===== src/rtl/lcd_bus_arbiter_if.sv =====
// Writer-side handshake bundle for the shared character-LCD write bus.
`timescale 1ns/1ps
interface lcd_bus_arbiter_if;
  logic [2:0] req;
  logic [2:0] req_rs;
  logic [7:0] req_data0;
  logic [7:0] req_data1;
  logic [7:0] req_data2;
  logic [2:0] lock;
  logic [2:0] ack;

  modport master (output req, req_rs, req_data0, req_data1, req_data2, lock, input ack);
  modport slave  (input req, req_rs, req_data0, req_data1, req_data2, lock, output ack);
endinterface


===== src/rtl/lcd_bus_arbiter.sv =====
// Shares the LCD write bus between three writers and owns all enable-pulse timing.
// Define LCD_ARB_INIT_EN to build the power-up wait and init command sequence.
`timescale 1ns/1ps
module lcd_bus_arbiter #(
  parameter int unsigned HOLD_CYC = 500,
  parameter int unsigned GAP_CYC  = 500,
  parameter int unsigned LONG_CYC = 2000,
  parameter int unsigned PWR_CYC  = 20000
) (
  input  logic                clk_1MHz,
  input  logic                rst,
  lcd_bus_arbiter_if.slave    bus,
  output logic                lcd_rs,
  output logic                lcd_rw,
  output logic                lcd_en,
  output logic [7:0]          lcd_data,
  output logic                busy,
  output logic                init_done
);

  // state | meaning: PWRUP power-up wait | INIT_HI/INIT_LO init byte high/low |
  // IDLE arbitrate | EN_HI/EN_LO writer byte high/low
  typedef enum logic [2:0] {PWRUP, INIT_HI, INIT_LO, IDLE, EN_HI, EN_LO} state_t;

  localparam logic [15:0] HOLD_T = 16'(HOLD_CYC - 1);
  localparam logic [15:0] GAP_T  = 16'(GAP_CYC - 1);
  localparam logic [15:0] LONG_T = 16'(LONG_CYC - 1);

  state_t      state;
  logic [15:0] cnt;
  logic [1:0]  ptr;
  logic [1:0]  owner;
  logic        owner_vld;
  logic [1:0]  cur;
  logic [2:0]  ack_q;

  logic        gnt_vld;
  logic [1:0]  gnt_idx;
  logic [7:0]  gnt_data;
  logic [1:0]  cand1;
  logic [1:0]  cand2;
  logic [15:0] low_last;

`ifdef LCD_ARB_INIT_EN
  localparam logic [15:0] PWR_T = 16'(PWR_CYC - 1);
  logic [1:0] init_idx;

  function automatic logic [7:0] init_rom(input logic [1:0] i);
    case (i)
      2'd0:    init_rom = 8'h38;
      2'd1:    init_rom = 8'h0C;
      2'd2:    init_rom = 8'h06;
      default: init_rom = 8'h01;
    endcase
  endfunction
`endif

  function automatic logic [1:0] nxt(input logic [1:0] i);
    nxt = (i == 2'd2) ? 2'd0 : i + 2'd1;
  endfunction

  assign lcd_rw  = 1'b0;
  assign busy    = (state != IDLE);
  assign bus.ack = ack_q;

  // clear/home need the long settle time
  assign low_last = (!lcd_rs && (lcd_data == 8'h01 || lcd_data == 8'h02)) ? LONG_T : GAP_T;

  always_comb begin
    gnt_vld = 1'b0;
    gnt_idx = 2'd0;
    cand1   = nxt(ptr);
    cand2   = nxt(cand1);
    if (owner_vld && bus.lock[owner]) begin
      gnt_vld = bus.req[owner];
      gnt_idx = owner;
    end else if (bus.req[cand1]) begin
      gnt_vld = 1'b1;
      gnt_idx = cand1;
    end else if (bus.req[cand2]) begin
      gnt_vld = 1'b1;
      gnt_idx = cand2;
    end else if (bus.req[ptr]) begin
      gnt_vld = 1'b1;
      gnt_idx = ptr;
    end
  end

  always_comb begin
    case (gnt_idx)
      2'd0:    gnt_data = bus.req_data0;
      2'd1:    gnt_data = bus.req_data1;
      default: gnt_data = bus.req_data2;
    endcase
  end

  always_ff @(posedge clk_1MHz or posedge rst) begin
    if (rst) begin
`ifdef LCD_ARB_INIT_EN
      state    <= PWRUP;
      init_idx <= 2'd0;
`else
      state    <= IDLE;
`endif
      cnt       <= 16'd0;
      ptr       <= 2'd2;
      owner     <= 2'd0;
      owner_vld <= 1'b0;
      cur       <= 2'd0;
      ack_q     <= 3'b000;
      lcd_rs    <= 1'b0;
      lcd_en    <= 1'b0;
      lcd_data  <= 8'h00;
      init_done <= 1'b0;
    end else begin
      case (state)
`ifdef LCD_ARB_INIT_EN
        PWRUP: begin
          if (cnt == PWR_T) begin
            state    <= INIT_HI;
            cnt      <= 16'd0;
            init_idx <= 2'd0;
            lcd_rs   <= 1'b0;
            lcd_data <= init_rom(2'd0);
            lcd_en   <= 1'b1;
          end else begin
            cnt <= cnt + 16'd1;
          end
        end
        INIT_HI: begin
          if (cnt == HOLD_T) begin
            state  <= INIT_LO;
            cnt    <= 16'd0;
            lcd_en <= 1'b0;
          end else begin
            cnt <= cnt + 16'd1;
          end
        end
        INIT_LO: begin
          if (cnt == low_last) begin
            cnt <= 16'd0;
            if (init_idx == 2'd3) begin
              state     <= IDLE;
              init_done <= 1'b1;
            end else begin
              state    <= INIT_HI;
              init_idx <= init_idx + 2'd1;
              lcd_data <= init_rom(init_idx + 2'd1);
              lcd_en   <= 1'b1;
            end
          end else begin
            cnt <= cnt + 16'd1;
          end
        end
`endif
        IDLE: begin
          init_done <= 1'b1;
          if (owner_vld && !bus.lock[owner])
            owner_vld <= 1'b0;
          if (gnt_vld) begin
            state    <= EN_HI;
            cnt      <= 16'd0;
            cur      <= gnt_idx;
            ptr      <= gnt_idx;
            lcd_rs   <= bus.req_rs[gnt_idx];
            lcd_data <= gnt_data;
            lcd_en   <= 1'b1;
          end
        end
        EN_HI: begin
          if (cnt == HOLD_T) begin
            state  <= EN_LO;
            cnt    <= 16'd0;
            lcd_en <= 1'b0;
            if (low_last == 16'd0)
              ack_q <= 3'b001 << cur;
          end else begin
            cnt <= cnt + 16'd1;
          end
        end
        EN_LO: begin
          // ack is registered, so it is raised on the edge entering the last low cycle
          if (cnt == low_last) begin
            state     <= IDLE;
            cnt       <= 16'd0;
            ack_q     <= 3'b000;
            owner     <= cur;
            owner_vld <= bus.lock[cur];
          end else begin
            cnt <= cnt + 16'd1;
            if (cnt + 16'd1 == low_last)
              ack_q <= 3'b001 << cur;
          end
        end
        default: begin
          state <= IDLE;
          cnt   <= 16'd0;
        end
      endcase
    end
  end

endmodule


===== src/flat_wrapper.sv =====
// flat-port wrapper written by rule: the top's interface ports become plain ports
module lcd_bus_arbiter_flat 
#(
  parameter int unsigned HOLD_CYC = 500,
  parameter int unsigned GAP_CYC  = 500,
  parameter int unsigned LONG_CYC = 2000,
  parameter int unsigned PWR_CYC  = 20000
)
  (clk_1MHz, rst, lcd_rs, lcd_rw, lcd_en, lcd_data, busy, init_done, bus_req, bus_req_rs, bus_req_data0, bus_req_data1, bus_req_data2, bus_lock, bus_ack);
  lcd_bus_arbiter_if bus_i ();
  input  logic clk_1MHz;
  input  logic rst;
  output logic lcd_rs;
  output logic lcd_rw;
  output logic lcd_en;
  output logic [7:0] lcd_data;
  output logic busy;
  output logic init_done;
  input wire logic [$bits(bus_i.req)-1:0] bus_req;
  input wire logic [$bits(bus_i.req_rs)-1:0] bus_req_rs;
  input wire logic [$bits(bus_i.req_data0)-1:0] bus_req_data0;
  input wire logic [$bits(bus_i.req_data1)-1:0] bus_req_data1;
  input wire logic [$bits(bus_i.req_data2)-1:0] bus_req_data2;
  input wire logic [$bits(bus_i.lock)-1:0] bus_lock;
  output wire logic [$bits(bus_i.ack)-1:0] bus_ack;
  assign bus_i.req = bus_req;
  assign bus_i.req_rs = bus_req_rs;
  assign bus_i.req_data0 = bus_req_data0;
  assign bus_i.req_data1 = bus_req_data1;
  assign bus_i.req_data2 = bus_req_data2;
  assign bus_i.lock = bus_lock;
  assign bus_ack = bus_i.ack;
  lcd_bus_arbiter #(.HOLD_CYC(HOLD_CYC), .GAP_CYC(GAP_CYC), .LONG_CYC(LONG_CYC), .PWR_CYC(PWR_CYC)) u_core (.clk_1MHz(clk_1MHz), .rst(rst), .bus(bus_i), .lcd_rs(lcd_rs), .lcd_rw(lcd_rw), .lcd_en(lcd_en), .lcd_data(lcd_data), .busy(busy), .init_done(init_done));
endmodule

===== config.mk =====
export PLATFORM = sky130hd
export DESIGN_NAME = lcd_bus_arbiter_flat
export DESIGN_NICKNAME = d
export VERILOG_FILES = /design/src/rtl/lcd_bus_arbiter_if.sv /design/src/rtl/lcd_bus_arbiter.sv /design/src/flat_wrapper.sv
export SDC_FILE = /design/constraint.sdc
export NUM_CORES = 1
export LEC_CHECK = 0
export ABC_AREA = 1
export BUFFER_PORTS_ARGS = -buffer_cell sky130_fd_sc_hd__buf_2
export CAP_MARGIN = 20
export CORE_MARGIN = 1.5
export CORE_UTILIZATION = 45
export DETAILED_ROUTE_END_ITERATION = 6
export PLACE_DENSITY = 0.64
export REMOVE_ABC_BUFFERS = 1
export SYNTH_ARGS = -nofsm -noshare
export SYNTH_HDL_FRONTEND = slang
export SYNTH_SLANG_ARGS = --single-unit
export TNS_END_PERCENT = 50

===== constraint.sdc =====
create_clock -name clk_1MHz -period 2.8 [get_ports clk_1MHz]
set_clock_uncertainty 0.15 [all_clocks]
set_input_delay 0.28 -clock clk_1MHz [delete_from_list [all_inputs] [get_ports clk_1MHz]]
set_output_delay 0.28 -clock clk_1MHz [all_outputs]
set_load 0.01 [all_outputs]

### Yosys cells after proc, flatten, opt, wreduce, memory -nomap -nowiden

Index checks and enable logic that the tools add are counted.
Widths: inputs -> output; s select.

* register bits: 40
* latch bits: 0
* RAM bits: 0
* memory bits (read-only): 0
* bits of input ports: 35
* output and inout bits: 16
* word-level logic and storage cells: 101
* memories: 0

* $add $sub $neg: 3
* $mul: 0
* divide/modulo/power cells: 0
* $lt $le $gt $ge: 6
* equality and inequality tests: 18
* shift-type cells: 1
* multiplexer cells: 45
* bitwise gates (word level): 0
* reduce and logical (&&, ||, !) cells: 17

Operators by type and width (count)
* $mux 16: 3
* $pmux 16 s3: 1
* $eq 16x16->1: 2
* $mux 3: 7
* $lt 2x3->1 const B: 6
* $add 16x1->16 const B: 1
* $eq 16x9->1 const B: 1
* $logic_not 16->1: 1
* $pmux 8 s2: 1
* $mux 1: 15
* $bmux 1 s2: 7
* $mux 2: 6
* $mux 11: 1
* $ne 2x1->1 const B: 5
* $pmux 3 s3: 1
* $reduce_and 3->1: 3
* $eq 8x1->1 const B: 1
* $eq 8x2->1 const B: 1
* $eq 3x3->1 const B: 2
* $pmux 3 s2: 1
* $reduce_bool 2->1: 3
* $add 2x1->2 const B: 2
* $eq 2x2->1 const B: 2
* $pmux 1 s2: 2
* 11 further kinds: 15

### Longest topological paths before layout

* word-level depth: 11
* depth in mapped cells: 14
* mapped depth without buffers: 14

### Worst setup path after synthesis

Ideal clock, no wire load.

* path type: register to register
* start: reg u_core.cnt[1]
* end: reg u_core.ack_q[0] (netlist: u_core.bus.ack[0])
* library setup time: 0.069 ns
* arrival: 1.645 ns
* required time: 2.581 ns
* slack: 0.936 ns
* cell stages (with the launch flop): 14
* path buffers: 0
* clock period less this slack: 1.864 ns
* path through: dfrtp_1 > ha_1 > inv_1 > nor2_2 > nand2_1 > nand2_1 > nand2_1 > nor2_1 > nand3_1 > nor2_4 > nand3_2 > nand2_1 > inv_1 > nor2_2

* longest elaborated chain between the ends: 4
* elaborated cells between the ends (all ways): 9
* those cells by class: add/sub (1); eq/ne (5); mux (2); reduce/logical (1)

Ends and longest elaborated chain
* from (decl): RTL line lcd_bus_arbiter.sv:30 `logic [15:0] cnt;`
* from (signal assigned): RTL line lcd_bus_arbiter.sv:178 `cnt <= cnt + 16'd1;`
* from (signal assigned): RTL line lcd_bus_arbiter.sv:190 `cnt <= cnt + 16'd1;`
* $add 16x1->16: RTL line lcd_bus_arbiter.sv:191 `if (cnt + 16'd1 == low_last)`
* $eq 16x16->1: RTL line lcd_bus_arbiter.sv:191
* $ne 3x1->1 (no source line)
* $reduce_and 4->1 (no source line)
* to (signal assigned): RTL line lcd_bus_arbiter.sv:176 `ack_q <= 3'b001 << cur;`
* to (signal assigned): RTL line lcd_bus_arbiter.sv:192 `ack_q <= 3'b001 << cur;`
* to (decl): RTL line lcd_bus_arbiter.sv:35 `logic [2:0] ack_q;`

Several ways; a longest one is shown, not always the timed one.
A chain may end at the register's enable or synchronous reset.

### Worst setup path after layout

* start: reg u_core.lcd_rs
* end: reg u_core.state[2]

* longest elaborated chain between the ends: 6

Ends and longest elaborated chain
* from (decl): RTL line lcd_bus_arbiter.sv:13 `output logic lcd_rs,`
* from (signal assigned): RTL line lcd_bus_arbiter.sv:165 `lcd_rs <= bus.req_rs[gnt_idx];`
* $logic_not 1->1: RTL line lcd_bus_arbiter.sv:67 `assign low_last = (!lcd_rs && (lcd_data == 8'h01 || lcd_data == 8'h02)) ? LONG_T : GAP_T;`
* $logic_and 1x1->1: RTL line lcd_bus_arbiter.sv:67
* $mux 11: RTL line lcd_bus_arbiter.sv:67
* $eq 16x16->1: RTL line lcd_bus_arbiter.sv:183 `if (cnt == low_last) begin`
* $ne 2x1->1 (no source line)
* $reduce_and 3->1 (no source line)
* to (signal assigned): RTL line lcd_bus_arbiter.sv:172 `state <= EN_LO;`
* to (signal assigned): RTL line lcd_bus_arbiter.sv:184 `state <= IDLE;`
* to (signal assigned): RTL line lcd_bus_arbiter.sv:196 `state <= IDLE;`
* to (decl): RTL line lcd_bus_arbiter.sv:29 `state_t state;`

Every way passes these cells.

==> flow_summary.yaml <==
clock_tree:
  root_buffer: "clkbuf_8"
  cts_sinks: 39
  post_cts_buffers: 0
  cts_buffers: 5
  cts_hold_buf: 1
  clockBufferDepth: 2
  clk_pin_slew_ns: 0.08
  cts_tree: "done"
  post_cts_resized: 0
  htree_levels: 2
  clkLatencyLatePin_ns: 0.30
critical_path:
  crit_required_ns: 2.85
  crit_fanout: 17
  crit_arrival_ns: 2.28
  setup.worst_path.class: "flop to flop"
  cp-startpoint: "u_core.lcd_rs$_DFFE_PP0P_"
  timing.rr.start: "u_core.lcd_rs$_DFFE_PP0P_"
  end_kind: "flop"
  start_kind: "flop"
final_layout:
  area_growth_pct: 14.25
  utilization_pct: 53.59
  stdcell_count: 541
  fin_area_sq_um: 3211
  drive_above_1_share_pct: 22.32
  n_antenna_cell: 0
  nNetsFinal: 502
floorplanning:
  initial_core_util_pct: 46.91
  die_area_sq_um: 6728
  die_w_microns: 82.03
  coreArea_sq_um: 5991
  design.portCount: 51
  num_rows: 28
  die_h_microns: 82.03
hold_path:
  hp-start: "bus_req_data1[1]"
  min_path_type: "primary input to flop"
global_routing:
  antenna_found_initial: 0
  grt_max_degree: 40
  grtUsageTotal_pct: 23.22
  grt_pass1_vias: 2571
  grt_first_pass_wirelength_microns: 11810
  grt.overflow.total: 0
synthesis:
  muxShareOfSynthArea_pct: 0
  yosys.area_share.simple_pct: 41.18
  ys_top_cells_by_area: "dfrtp_1 (32%), nand2_1 (15%), inv_1 (8.8%), nand3_1 (6.6%), nor2_1 (5.7%)"
  yosys_warnings: 0
  synth_area_leader_cell: "dfrtp_1"
  synthAdderAreaFrac_pct: 0.8905
  syn-cell-area_sq_um: 2810
  postSynthAreaPerCell_sq_um: 6.821
  synth_top_area_share_pct: 32.06
  synthXorXnorAreaFrac_pct: 0.9350
  synth_compound_area_share_pct: 11.04
  seq_area_frac_synth_pct: 34.86
  yosysUniqueCellTypes: 36
  synth_top_family_by_area: "simple AND/OR/NAND/NOR gates"
  synth_seq_cells: 39
  syn_inst: 412
timing:
  slew_headroom_pct: 65.50
  finalCritPeriodShare_pct: 79.81
  final_max_slew_viol_count: 0
  rsz0062_at_grt: "false"
  setup_viol: 0
  max_freq_mhz: 447.5
  finalSetupTns_ns: 0
  period_needed_ns: 2.235
  worst_pin_slew_ns: 0.5128
  finalHoldViolations: 0
route:
  post_drt_wl_per_cell_microns: 12.65
  viasPerCell: 4.961
  route.vias.total: 2684
  dr.pass1.iters: 4
  drc_errors: 0
  totalWireLength_microns: 6844
  drtIter0Drc: 118
  ant_nets: 0
placement:
  placed_cells: 532
  port_buffers: 49
  gp_congestion: 0.9152
  placed_area_sq_um: 3119
  hpwl_microns: 5164
pwr:
  p_total_w: 0.002277
  leakage_nw: 1.648
  ir_drop_uv: 430.6
  power_density_nw_per_um2: 709.2
status:
  status: "completed"
run:
  maxCapViolCount: 0
-- metrics by stage --
step                      hold slack (ns)  worst slack [ns]
after floorplan                    0.3129            0.7812
after global placement             0.2791            0.5683
after detailed placement           0.2853            0.5739
after CTS                          0.1313            0.5478
after global routing               0.1695            0.3740
final                              0.1392            0.5655
-- logic make-up after synthesis --
group / after synthesis
adder cells (fa/ha/maj): 2
buffers and inverters: 76
AO/OA/AOI/OAI: 47
XOR/XNOR: 3
other: 1
AND/OR/NAND/NOR: 244
flip-flops: 39
-- cells in the final DEF (no fill, tap or decap), types with 3 or more instances in the layout --
| cell type | count |
|---|---|
| o21ai_0 | 11 |
| inv_2 | 4 |
| nand4_1 | 14 |
| a21oi_1 | 3 |
| a21boi_0 | 9 |
| dfstp_2 | 3 |
| nor2_1 | 43 |
| clkbuf_8 | 5 |
| nand3_1 | 37 |
| nor2_4 | 4 |
| buf_2 | 49 |
| nor2_2 | 6 |
| o21ai_1 | 13 |
| inv_1 | 66 |
| nand3_2 | 7 |
| nor3_1 | 3 |
| o211ai_1 | 4 |
| nand2_2 | 13 |
| dfrtp_1 | 36 |
| nand2_1 | 110 |
| xor2_1 | 3 |
-- metal layers --
layer / global-route usage, % / vias up / share of wire (%)
li1: - / 1412 / -
met1: 30.02 / 1200 / 47
met2: 37.87 / 62 / 46
met3: 6.000 / 10 / 4.7
met4: 7.119 / 0 / 1.5
met5: 0 / - / 0
-- area by class of cell --
| type | instances | area [sq um] |
|---|---|---|
| clock inverters | 1 | 5.005 |
| clock buffers | 7 | 76.32 |
| multi-input cells | 297 | 1523 |
| well taps | 75 | 93.84 |
| fillers | 611 | 2780 |
| repair buffers | 52 | 270.3 |
| flip-flops and latches | 39 | 979.7 |
| inverters | 70 | 262.8 |
-- flip-flops by register name (all words and copies together), names as in the netlist, 2 cells and up --
register,cells
u_core.owner,2
u_core.cnt,16
u_core.state,3
u_core.bus.ack,3
u_core.lcd_data,8
u_core.cur,2
-- path summary, 6_finish.rpt --
check	slack, ns	end	cells after the start
hold / removal	0.14	u_core.lcd_data[1]$_DFFE_PP0P_	5
hold reg to reg	0.32	u_core.init_done$_DFFE_PP0N_	1
setup reg to reg	0.57	u_core.state[2]$_DFFE_PP0P_	8
setup / recovery	0.57	u_core.state[2]$_DFFE_PP0P_	8
min in group asynchronous	0.49	u_core.lcd_data[7]$_DFFE_PP0P_	4
max in group asynchronous	1.64	u_core.state[0]$_DFFE_PP1P_	4
-- critical path, stage by stage (launching register included) --
cell and delay [ns]:
dfrtp_1 0.40, nor4_1 0.50, nand2_1 0.19, o21ai_0 0.16, nand3_1 0.11, nand2_1 0.12
nand2_2 0.25, nor2b_2 0.22, inv_2 0.03
-- cell usage after synthesis --
cell	n
nor3_1	3
buf_4	1
nand4_1	14
and2_1	1
conb_1	1
a21boi_0	9
o211ai_1	4
nor4_1	1
nor2b_2	1
o21ai_1	13
o311ai_1	1
nor2_1	43
o31ai_4	1
ha_1	2
o22ai_1	1
nand3_2	7
nor3_2	1
nor2_2	6
nor2_4	4
inv_2	4
inv_1	66
o21ai_0	11
xor2_1	3
buf_2	3
dfrtp_1	36
a21boi_2	1
or2_2	2
nand3_4	1
a21oi_1	3
nand2_2	13
dfstp_2	3
o211ai_2	1
buf_6	2
nand2_1	110
o21ai_2	2
nand3_1	37
-- power breakdown --
part	internal (W)	total, W	switching (W)
Combinational	0.000369	0.00109	0.000723
Clock	0.000175	0.000375	0.000200
Sequential	0.000706	0.000810	0.000104
Note: power is estimated with default switching activity, not from simulation.
